--- src/rtl/ram_access_ctrl_pkg.sv ---
// ram_access_ctrl_pkg
// Shared widths, FSM state encodings and helpers for the asynchronous SRAM
// access controller that sits behind the MEM stage.
package ram_access_ctrl_pkg;

    // Default bus widths used across the memory path
    localparam int DATA_BUS_W       = 16;
    localparam int RAM_ADDR_BUS_W   = 18;

    // FSM state register and wait counter widths
    localparam int RAM_CTRL_STATE_W = 2;
    localparam int RAM_CTRL_WAIT_W  = 4;

    typedef logic [RAM_CTRL_STATE_W-1:0] ram_ctrl_state_t;
    typedef logic [RAM_CTRL_WAIT_W-1:0]  ram_ctrl_wait_t;

    // State encodings, kept as plain constants so older code can share them
    localparam logic [1:0] RAM_ST_IDLE   = 2'd0;
    localparam logic [1:0] RAM_ST_SETUP  = 2'd1;
    localparam logic [1:0] RAM_ST_ACCESS = 2'd2;
    localparam logic [1:0] RAM_ST_HOLD   = 2'd3;

    // Reload value for the ACCESS down-counter. The counter runs from
    // cycles-1 down to 0, so ACCESS lasts exactly 'cycles' clocks. Values
    // outside 1..15 are clamped so the counter never wraps.
    function automatic ram_ctrl_wait_t wait_reload(input int cycles);
        int clamped;
        clamped = cycles;
        if (clamped < 1)  clamped = 1;
        if (clamped > 15) clamped = 15;
        return ram_ctrl_wait_t'(clamped - 1);
    endfunction

endpackage

--- src/rtl/ram_access_ctrl.sv ---
// ram_access_ctrl
// Sequences one read or write per transaction onto an external asynchronous
// SRAM using SETUP -> ACCESS (WAIT_CYCLES) -> HOLD phases. Every pin and
// status output comes straight from a flop, so nothing on the request side
// reaches the board combinationally. HOLD can accept the next request, which
// keeps back-to-back transactions free of idle bubbles.
//
// Optional feature macro: RAM_ACCESS_CTRL_WRITE_FWD_EN
//   When defined, the last accepted write (address + data) is remembered and
//   a read of that same address completes from the register in one cycle
//   without touching the SRAM. When undefined, every read goes to the SRAM.
module ram_access_ctrl
    import ram_access_ctrl_pkg::*;
#(
    parameter int DATA_W      = DATA_BUS_W,
    parameter int ADDR_W      = RAM_ADDR_BUS_W,
    parameter int WAIT_CYCLES = 1
) (
    input  logic              clk,
    input  logic              rst,
    input  logic              req,
    input  logic              we,
    input  logic [ADDR_W-1:0] addr,
    input  logic [DATA_W-1:0] wdata,
    output logic              ready,
    output logic              done,
    output logic [DATA_W-1:0] rdata,
    output logic [ADDR_W-1:0] ram_addr,
    input  logic [DATA_W-1:0] ram_dq_i,
    output logic [DATA_W-1:0] ram_dq_o,
    output logic              ram_dq_oe,
    output logic              ram_ce_n,
    output logic              ram_oe_n,
    output logic              ram_we_n
);

    localparam ram_ctrl_wait_t WAIT_LOAD = wait_reload(WAIT_CYCLES);

    ram_ctrl_state_t state;
    ram_ctrl_wait_t  wait_cnt;
    logic            lat_we;

    logic              fwd_hit;
    logic [DATA_W-1:0] fwd_rd_data;

`ifdef RAM_ACCESS_CTRL_WRITE_FWD_EN
    logic              fwd_valid;
    logic [ADDR_W-1:0] fwd_addr;
    logic [DATA_W-1:0] fwd_data;

    // Remember the most recently accepted write for read forwarding
    always_ff @(posedge clk or posedge rst) begin
        if (rst) begin
            fwd_valid <= 1'b0;
            fwd_addr  <= '0;
            fwd_data  <= '0;
        end else if (ready && req && we) begin
            fwd_valid <= 1'b1;
            fwd_addr  <= addr;
            fwd_data  <= wdata;
        end
    end

    assign fwd_hit     = !we && fwd_valid && (addr == fwd_addr);
    assign fwd_rd_data = fwd_data;
`else
    assign fwd_hit     = 1'b0;
    assign fwd_rd_data = '0;
`endif

    // Main sequencer: state, wait counter and all registered SRAM/status pins
    always_ff @(posedge clk or posedge rst) begin
        if (rst) begin
            state     <= RAM_ST_IDLE;
            wait_cnt  <= '0;
            lat_we    <= 1'b0;
            ready     <= 1'b1;
            done      <= 1'b0;
            rdata     <= '0;
            ram_addr  <= '0;
            ram_dq_o  <= '0;
            ram_dq_oe <= 1'b0;
            ram_ce_n  <= 1'b1;
            ram_oe_n  <= 1'b1;
            ram_we_n  <= 1'b1;
        end else begin
            done <= 1'b0;
            case (state)
                RAM_ST_IDLE, RAM_ST_HOLD: begin
                    if (req && fwd_hit) begin
                        // Read satisfied from the forwarding register
                        state     <= RAM_ST_HOLD;
                        lat_we    <= 1'b0;
                        done      <= 1'b1;
                        rdata     <= fwd_rd_data;
                        ready     <= 1'b1;
                        ram_ce_n  <= 1'b1;
                        ram_oe_n  <= 1'b1;
                        ram_we_n  <= 1'b1;
                        ram_dq_oe <= 1'b0;
                    end else if (req) begin
                        // Accept and present address (and write data) in SETUP
                        state     <= RAM_ST_SETUP;
                        lat_we    <= we;
                        ready     <= 1'b0;
                        ram_addr  <= addr;
                        ram_ce_n  <= 1'b0;
                        ram_we_n  <= 1'b1;
                        ram_oe_n  <= we;
                        ram_dq_oe <= we;
                        if (we) begin
                            ram_dq_o <= wdata;
                        end
                    end else begin
                        state     <= RAM_ST_IDLE;
                        ready     <= 1'b1;
                        ram_ce_n  <= 1'b1;
                        ram_oe_n  <= 1'b1;
                        ram_we_n  <= 1'b1;
                        ram_dq_oe <= 1'b0;
                    end
                end

                RAM_ST_SETUP: begin
                    state    <= RAM_ST_ACCESS;
                    wait_cnt <= WAIT_LOAD;
                    if (lat_we) begin
                        ram_we_n <= 1'b0;
                    end else begin
                        ram_oe_n <= 1'b0;
                    end
                end

                RAM_ST_ACCESS: begin
                    if (wait_cnt == '0) begin
                        state    <= RAM_ST_HOLD;
                        done     <= 1'b1;
                        ready    <= 1'b1;
                        ram_we_n <= 1'b1;
                        ram_oe_n <= 1'b1;
                        if (!lat_we) begin
                            rdata <= ram_dq_i;
                        end
                    end else begin
                        wait_cnt <= wait_cnt - 1'b1;
                    end
                end

                default: begin
                    state     <= RAM_ST_IDLE;
                    ready     <= 1'b1;
                    ram_ce_n  <= 1'b1;
                    ram_oe_n  <= 1'b1;
                    ram_we_n  <= 1'b1;
                    ram_dq_oe <= 1'b0;
                end
            endcase
        end
    end

endmodule

--- config.mk ---
export PLATFORM = sky130hd
export DESIGN_NAME = ram_access_ctrl
export DESIGN_NICKNAME = d
export VERILOG_FILES = /design/src/rtl/ram_access_ctrl_pkg.sv /design/src/rtl/ram_access_ctrl.sv
export SDC_FILE = /design/constraint.sdc
export NUM_CORES = 1
export LEC_CHECK = 0
export BUFFER_PORTS_ARGS = -buffer_cell sky130_fd_sc_hd__buf_2
export CAP_MARGIN = 40
export CORE_MARGIN = 5
export CORE_UTILIZATION = 40
export DETAILED_ROUTE_END_ITERATION = 10
export GPL_TIMING_DRIVEN = 0
export PLACE_DENSITY = 0.69
export SLEW_MARGIN = 20
export SYNTH_ARGS = -nofsm -noshare
export SYNTH_HDL_FRONTEND = slang
export SYNTH_SLANG_ARGS = --single-unit
--- constraint.sdc ---
create_clock -name clk -period 3 [get_ports clk]
set_input_delay 0.6 -clock clk [delete_from_list [all_inputs] [get_ports clk]]
set_output_delay 0.6 -clock clk [all_outputs]
set_load 0.01 [all_outputs]
## After elaboration in Yosys (flattened, before gate mapping)

Index checks and enable logic that the tools add are counted.

| operators by class | value |
|---|---|
| $add $sub $neg | 1 |
| equal/unequal tests | 7 |
| muxes and demuxes | 16 |
| bitwise gates (word level) | 1 |
| reductions and logical operators | 12 |

Operators by type and width:

| cell | count |
|---|---|
| $reduce_and A2 Y1 | 5 |
| $mux W1 | 9 |
| $ne A2 B2 Y1 const B | 4 |
| $pmux W4 S2 | 1 |
| $pmux W1 S3 | 2 |
| $pmux W2 S3 | 1 |
| $reduce_and A3 Y1 | 2 |
| $eq A2 B2 Y1 const B | 2 |
| $logic_not A4 Y1 | 1 |
| $mux W4 | 1 |
| $reduce_bool A2 Y1 | 2 |
| $sub A4 B1 Y4 const B | 1 |
| $eq A2 B1 Y1 const B | 1 |
| $logic_not A2 Y1 | 1 |
| $mux W2 | 1 |
| $pmux W1 S2 | 1 |
| $reduce_or A2 Y1 | 1 |
| $not A1 Y1 | 1 |

| storage, ports and cells | value |
|---|---|
| flip-flop bits (word level) | 63 |
| output and inout port bits | 56 |

## Logic depth before layout (Yosys ltp)

Gate-level depths: netlist of the first run.

| depth | value |
|---|---|
| word-level depth | 4 |
| gate-level depth with buffers | 8 |
| mapped depth without buffers | 5 |

## Worst setup path after synthesis of the first run

OpenSTA, ideal clock, no wires.

| timing path | value |
|---|---|
| path kind | register to register |
| start point | register wait_cnt[0] |
| end point | register rdata[0] |
| data arrival time | 1959 ps |
| path slack | 915 ps |
| stages on the path, launching flop included | 9 |
| buffers on the path | 3 |
| clock period less this slack | 2085 ps |
| cells stage by stage | dfrtp_1 > inv_1 > ha_1 > or3b_1 > buf_2 > or3_1 > buf_6 > buf_12 > mux2_4 |

| on the way | value |
|---|---|
| cells in the longest elaborated chain, start to end | 2 |

Ends and longest elaborated chain:

| what | RTL line | text |
|---|---|---|
| from (decl) | ram_access_ctrl.sv:40 | `ram_ctrl_wait_t wait_cnt;` |
| from (signal assigned) | ram_access_ctrl.sv:145 | `wait_cnt <= wait_cnt - 1'b1;` |
| $logic_not A4 Y1 | ram_access_ctrl.sv:135 | `if (wait_cnt == '0) begin` |
| $reduce_and A3 Y1 (no source line) | -- |  |
| to (signal assigned) | ram_access_ctrl.sv:95 | `rdata <= fwd_rd_data;` |
| to (signal assigned) | ram_access_ctrl.sv:142 | `rdata <= ram_dq_i;` |
| to (decl) | ram_access_ctrl.sv:27 | `output logic [DATA_W-1:0] rdata,` |

Every way passes these cells.
A chain may end at the register's enable or synchronous reset.

## Final worst setup path of the first run

| timing path | value |
|---|---|
| start point | register state[0] |
| end point | register ram_dq_o[5] |

| on the way | value |
|---|---|
| cells in the longest elaborated chain, start to end | 3 |
| elaborated cells on any way between the ends | 4 |
| classes of those cells | eq/ne: 1; reduce/logical: 3 |

Ends and longest elaborated chain:

| what | RTL line | text |
|---|---|---|
| from (decl) | ram_access_ctrl.sv:39 | `ram_ctrl_state_t state;` |
| from (signal assigned) | ram_access_ctrl.sv:74 | `state <= RAM_ST_IDLE;` |
| from (signal assigned) | ram_access_ctrl.sv:92 | `state <= RAM_ST_HOLD;` |
| from (signal assigned) | ram_access_ctrl.sv:103 | `state <= RAM_ST_SETUP;` |
| $eq A2 B2 Y1 / $logic_not A2 Y1 (equally long branches) | ram_access_ctrl.sv:88 | `case (state)` |
| $reduce_or A2 Y1 (*) | ram_access_ctrl.sv:88 |  |
| $reduce_and A3 Y1 (no source line) (*) | -- |  |
| to (signal assigned) | ram_access_ctrl.sv:112 | `ram_dq_o <= wdata;` |
| to (decl) | ram_access_ctrl.sv:30 | `output logic [DATA_W-1:0] ram_dq_o,` |

Mark *: on every way between the ends. The rest lies on a longest branch, timed or not.

==> run metrics, run 1 <==
clock buffer depth 2; Pwr Total 3780 uW; synthesized instance count 169; Compound-Gate Fraction of Synth Area 0.0465; Worst EP arrival 2470 ps; DRC 0; First DRT Iteration DRCs 35; clock tree from TritonCTS done; simple-gate area share of the yosys netlist 0.0292; Final Cell Area 0.00339 mm2; setup TNS 0 ps; first-pass GRT wire length 8440 um; post-synthesis adder-cell area fraction 0.0198; antenna cell count 0; Post-DP Area 0.00319 mm2; Area contributors post-synth dfrtp_1 (58%), mux2_2 (18%), mux2_4 (5.9%), dfstp_2 (4.2%), ha_1 (2.0%); largest net degree at the start of global routing 40; Yosys warning count 0; sequential power share 0.386; IO Port Bufs 109; critical path type reg2reg; Switching Fraction 0.333; endpoints failing hold 0; clock latency at the later pin of the worst-skew pair 330 ps; Peak VDD IR 0.598 mV; share of layout cells above drive strength 1 0.620; crit path max fanout 10; #FFs+latches synth 63; Max Cap Viol 0; Post-synth EDFFs 0; post-cts sizing count 0; syn avg cell area 15.0 um2; Mapped Nets 227; fin nets 348; I/O pin count 110; core footprint 0.00624 mm2; main combinational cell family by area after synthesis multiplexers; worst-margin pin slew 559 ps; Cell variety after synth 29; cell taking the most area after synthesis dfrtp_1; clk_skew 12.0 ps; xor and xnor area share after synthesis 0; Total GRT Usage 0.139; total power per unit cell area 1120 mW/mm2; Worst EP required 3210 ps; Die Wd 89.5 um; Comb pwr share 0.426; Async SR Flop Fraction 1.00; Final setup viols 0; Post-DP HPWL 4080 um; num rows 29; mux share of post-synthesis cell area 0.246; initial antenna violation count 0; DIE AREA 0.00802 mm2; Final Slew Violations 0; Synth top area share 0.584; final wirelength 5310 um; # placed instances 356; Post-CTS Setup Bufs 0; Int Power 2520 uW; Hold Path Class in2async; vias in the first global route 1865; grt ovf 0; Worst setup EP type flip-flop; ANT nets after route 0; Post-Syn Area 0.00253 mm2; most frequent cells in the layout buf_2 (110), dfrtp_1 (59), mux2_2 (41); Slew headroom 0.627; Primary FF master, synth dfrtp_1; synthesis-to-layout area growth 33.8%; CTS sink count 63; WL/cell 14.3 um; FMAX 442 MHz; cts bufs inserted 9; root buffer selected by CTS clkbuf_8; H-tree depth 3; Placer Congestion 0.756; DR vias/cell 4.74; crit share post-route 0.754; register area share after synthesis 0.625; Final Core Density 0.543; Vias 1763; die height 89.5 um; Clk network pwr share 0.187; commonest non-fill, non-tap cell in the layout buf_2; starting density of the core 0.405; drt pass-1 iters 4; status finished clean; Leakage 0.00170 uW; RSZ-0062 raised after global routing false; clk slew on worst S/H paths 80 ps; minimum clock period 2260 ps; switching power total 1260 uW; final cell count without fillers 372; CTS Hold Buffers Added 0; element type at the critical path start flip-flop
-- synth_stat cells (all sizes together) (2+ instances only) --
| cell type | instances |
|---|---|
| dfrtp | 59 |
| mux2 | 51 |
| inv | 8 |
| o21ai | 8 |
| a21oi | 5 |
| buf | 4 |
| clkbuf | 4 |
| dfstp | 4 |
| ha | 4 |
| nand2 | 4 |
| nand3 | 2 |
| nor2 | 2 |
| o22ai | 2 |
-- registers in the layout (all words and copies together), names as in the netlist, 2 cells and up --
| name | cells |
|---|---|
| state | 2 |
| ram_dq_o | 16 |
| rdata | 16 |
| wait_cnt | 4 |
| ram_addr | 18 |
-- cells by family (layout without fill, tap and decap cells) --
family,Yosys count,in the layout
buffers and inverters,16,142
adder cells (fa/ha/maj),4,4
AND/OR/NAND/NOR,14,14
flip-flops,63,63
AO/OA/AOI/OAI,20,20
multiplexers,52,52
-- stage by stage --
stage	setup slack, ps	hold WS, ps
floorplan	837	470
global placement	50.9	456
detailed placement	702	468
CTS	694	234
global route	555	256
finish	739	236
-- worst max-delay path, cell delays in order (launching register included) --
cell and delay, ps:
dfrtp_1 380, inv_1 50, ha_1 290, clkbuf_1 190, nand3_1 390, clkbuf_1 450
mux2_2 390
-- cell type report --
cell class                      count  area, um2
Tap cell                           77       96.3
Clock buffer                       11        131
Inverter                            8       32.5
Buffer                              8       55.1
Timing Repair Buffer              110        566
Multi-Input combinational cell     90        863
Sequential cell                    63       1580
Fill cell                         564       2860
Clock inverter                      5       60.1
-- metal layers --
layer,vias to the layer above,share of wire,track usage
li1,836,-,-
met1,847,0.40,0.162
met2,74,0.47,0.218
met3,6,0.12,0.0682
met4,0,0.011,0.0609
met5,-,0,0
-- power by group through the flow --
| stage | logic [uW] | registers, uW | clock network [uW] |
|---|---|---|---|
| after floorplan | 851 | 1660 | 0 |
| after global placement | 1600 | 1460 | 0 |
| after detailed placement | 1650 | 1480 | 0 |
| after CTS | 1650 | 1460 | 735 |
| after global routing | 1780 | 1520 | 771 |
| final | 1610 | 1460 | 708 |
-- final timing paths --
kind / endpoint / depth (start not counted) / start / slack, ps
setup / recovery: ram_dq_o[5] / 6 / state[0] / 740
hold / removal: rdata[7] / 2 / rst / 240
setup reg to reg: ram_dq_o[5] / 6 / state[0] / 740
hold reg to reg: ram_oe_n / 2 / ram_oe_n / 470
max in group asynchronous: ram_we_n / 3 / rst / 2190
min in group clk: ram_oe_n / 2 / ram_oe_n / 470
Power figures use the tool's default switching activity.
==> run 2: changes to the inputs <==
--- a/config.mk
+++ b/config.mk
@@ -11,7 +11,7 @@
 export CORE_UTILIZATION = 40
 export DETAILED_ROUTE_END_ITERATION = 10
 export GPL_TIMING_DRIVEN = 0
-export PLACE_DENSITY = 0.69
+export PLACE_DENSITY = 0.72
 export SLEW_MARGIN = 20
 export SYNTH_ARGS = -nofsm -noshare
 export SYNTH_HDL_FRONTEND = slang
==> constraint.sdc (replaced) <==
create_clock -name clk -period 2 [get_ports clk]
set_input_delay 0.4 -clock clk [delete_from_list [all_inputs] [get_ports clk]]
set_output_delay 0.4 -clock clk [all_outputs]
set_load 0.01 [all_outputs]
==> run 2 against run 1 <==
- the flow now finishes with violations (negative setup slack)
- count of clock-buffer cells in the layout is 1 higher
- routed wire length is 0.94% higher
- non-clock buffer count up 7
- power rose by 50%
- sequential share of layout area fell by 1.3 points
- sequential power is 51% higher
- combinational power rose by 57%
- clock skew fell by 5.4 ps
- register-to-register slack got worse by 800 ps
==> run metrics, run 2 (synthesis gave the netlist of run 1 again) <==
Placer Congestion 0.744 (was 0.756); Worst R2R Start wait_cnt[1] (was state[0]); critical path type reg2reg (unchanged); synthesis-to-layout area growth 37.6% (was 33.8%); root buffer selected by CTS clkbuf_8 (unchanged); drt pass-1 iters 4 (unchanged); Worst EP required 2210 ps (was 3210 ps); vias in the first global route 1762 (was 1865); crit path max fanout 5 (was 10); CP peak stage delay 400 ps (was 450 ps); Die Wd 89.5 um (unchanged); endpoints failing hold 0 (unchanged); DRC 0 (unchanged); Final setup viols 16 (was 0); status finished, violations left (was finished clean); clock buffer depth 2 (unchanged); IO Port Bufs 109 (unchanged); WL/cell 14.1 um (was 14.3 um); core footprint 0.00624 mm2 (unchanged); I/O pin count 110 (unchanged); Leakage 0.00175 uW (was 0.00170 uW); Cell Chain, Critical Path inv_2, ha_4, or3b_4, or3_1, buf_6, buf_12, mux2_4 (was inv_1, ha_1, clkbuf_1, nand3_1, clkbuf_1, mux2_2); final worst setup slack -61.6 ps (was 739 ps); Worst EP arrival 2270 ps (was 2470 ps); failing checks negative setup slack; Worst setup EP type flip-flop (unchanged); largest net degree at the start of global routing 33 (was 40); Final Slew Violations 0 (unchanged); element type at the critical path start flip-flop (unchanged); num rows 29 (unchanged); DIE AREA 0.00802 mm2 (unchanged); clk slew on worst S/H paths 70 ps (was 80 ps); share of layout cells above drive strength 1 0.662 (was 0.620); register-to-register setup slack -60 ps (was 740 ps); Hold Path Class in2async (unchanged); most frequent cells in the layout buf_2 (110), dfrtp_1 (59), mux2_2 (41) (unchanged); CTS sink count 63 (unchanged); worst-margin pin slew 428 ps (was 559 ps); fin nets 355 (was 348); starting density of the core 0.405 (unchanged); clock tree from TritonCTS done (unchanged); reg2reg end rdata[5] (was ram_dq_o[5]); die height 89.5 um (unchanged); setup TNS -667 ps (was 0 ps); Largest register FFs 18 (unchanged); minimum clock period 2060 ps (was 2260 ps); initial antenna violation count 0 (unchanged); total power per unit cell area 1620 mW/mm2 (was 1120 mW/mm2); first-pass GRT wire length 7950 um (was 8440 um); Final Core Density 0.558 (was 0.543); Total GRT Usage 0.134 (was 0.139); Slew headroom 0.714 (was 0.627); cts bufs inserted 9 (unchanged); ANT nets after route 0 (unchanged); H-tree depth 3 (unchanged); antenna cell count 0 (unchanged); fillcell total 550 (was 564); Post-DP HPWL 3980 um (was 4080 um); RSZ-0062 raised after global routing true (was false); clk_skew 6.55 ps (was 12.0 ps); DR vias/cell 4.67 (was 4.74); Crit-path slowest cell dfrtp_1 (was clkbuf_1); crit share post-route 1.03 (was 0.754); First DRT Iteration DRCs 49 (was 35); CTS Hold Buffers Added 0 (unchanged); clock latency at the later pin of the worst-skew pair 330 ps (about the same); reg2reg path depth 7 (was 6); Max Cap Viol 0 (unchanged); pre-CTS setup slack -302 ps (was 702 ps); final wirelength 5360 um (was 5310 um); Peak VDD IR 0.941 mV (was 0.598 mV); Vias 1769 (was 1763); commonest non-fill, non-tap cell in the layout buf_2 (unchanged); grt ovf 0 (unchanged); Largest regs ram_addr: 18 flops, ram_dq_o: 16 flops, rdata: 16 flops (unchanged); Largest Register ram_addr (unchanged); FMAX 485 MHz (was 442 MHz)
==> run 2: metal layers <==
layer  vias to the layer above  wire (um)  global-route usage
met2                        76       2400               0.196
met4                         0        124              0.0839
met3                        11        559              0.0544
met5                         -          0                   0
met1                       837       2280               0.164
li1                        845          -                   -
==> run 2: worst max path at each step <==
stage,from,cells past startpoint,slack (ps),endpoint
floorplan,wait_cnt[0],8,-80,rdata[0]
global placement,rst,2,-700,ram_dq_o[4]
detailed placement,state[0],6,-300,ram_dq_o[2]
CTS,wait_cnt[0],8,-90,rdata[5]
global route,wait_cnt[1],7,-110,rdata[5]
finish,wait_cnt[1],7,-60,rdata[5]
==> run 2: per-stage QoR <==
| step | total power [uW] | instance area [um2] | hold WS, ps | std cells |
|---|---|---|---|---|
| finish | 5650 | 3480 | 68.5 | 379 |
| global route | 6070 | 3480 | 89.4 | 379 |
| CTS | 5740 | 3470 | 65.6 | 378 |
| detailed placement | 4660 | 3190 | 435 | 356 |
| global placement | 4570 | 3170 | 457 | 355 |
| floorplan | 3770 | 2530 | 470 | 169 |
==> run 2: critical path, delay by kind of cell (launching register included) <==
family | cells | cell delay, ps
AND/OR/NAND/NOR | 2 | 760
multiplexers | 1 | 290
buffers and inverters | 3 | 370
adder cells (fa/ha/maj) | 1 | 120
flip-flops | 1 | 400
==> run 2: layout make-up <==
class / instances / area (um2) / area share
clock buffer: 12 / 145 / 0.0417
tap: 77 / 96.3 / 0.0277
timing repair buffer: 119 / 657 / 0.189
clock inverter: 4 / 22.5 / 0.00647
multi-input combinational: 90 / 893 / 0.257
buffer: 6 / 52.6 / 0.0151
sequential: 63 / 1580 / 0.454
inverter: 8 / 32.5 / 0.00935
==> run 2: power breakdown <==
| group | switching, uW | total, uW | internal (uW) |
|---|---|---|---|
| sequential | 283 | 2200 | 1910 |
| clock | 450 | 927 | 477 |
| combinational | 1140 | 2530 | 1390 |
==> run 2: repair_timing <==
| action | 4_1_cts | 5_1_grt |
|---|---|---|
| endpoints found under the hold margin | 0 | 0 |
| cloned | 1 | 0 |
| buffers inserted | 5 | 3 |
| setup endpoints to repair | 43 | 41 |
| gates resized for setup | 13 | 4 |
| pin swaps | 0 | 2 |
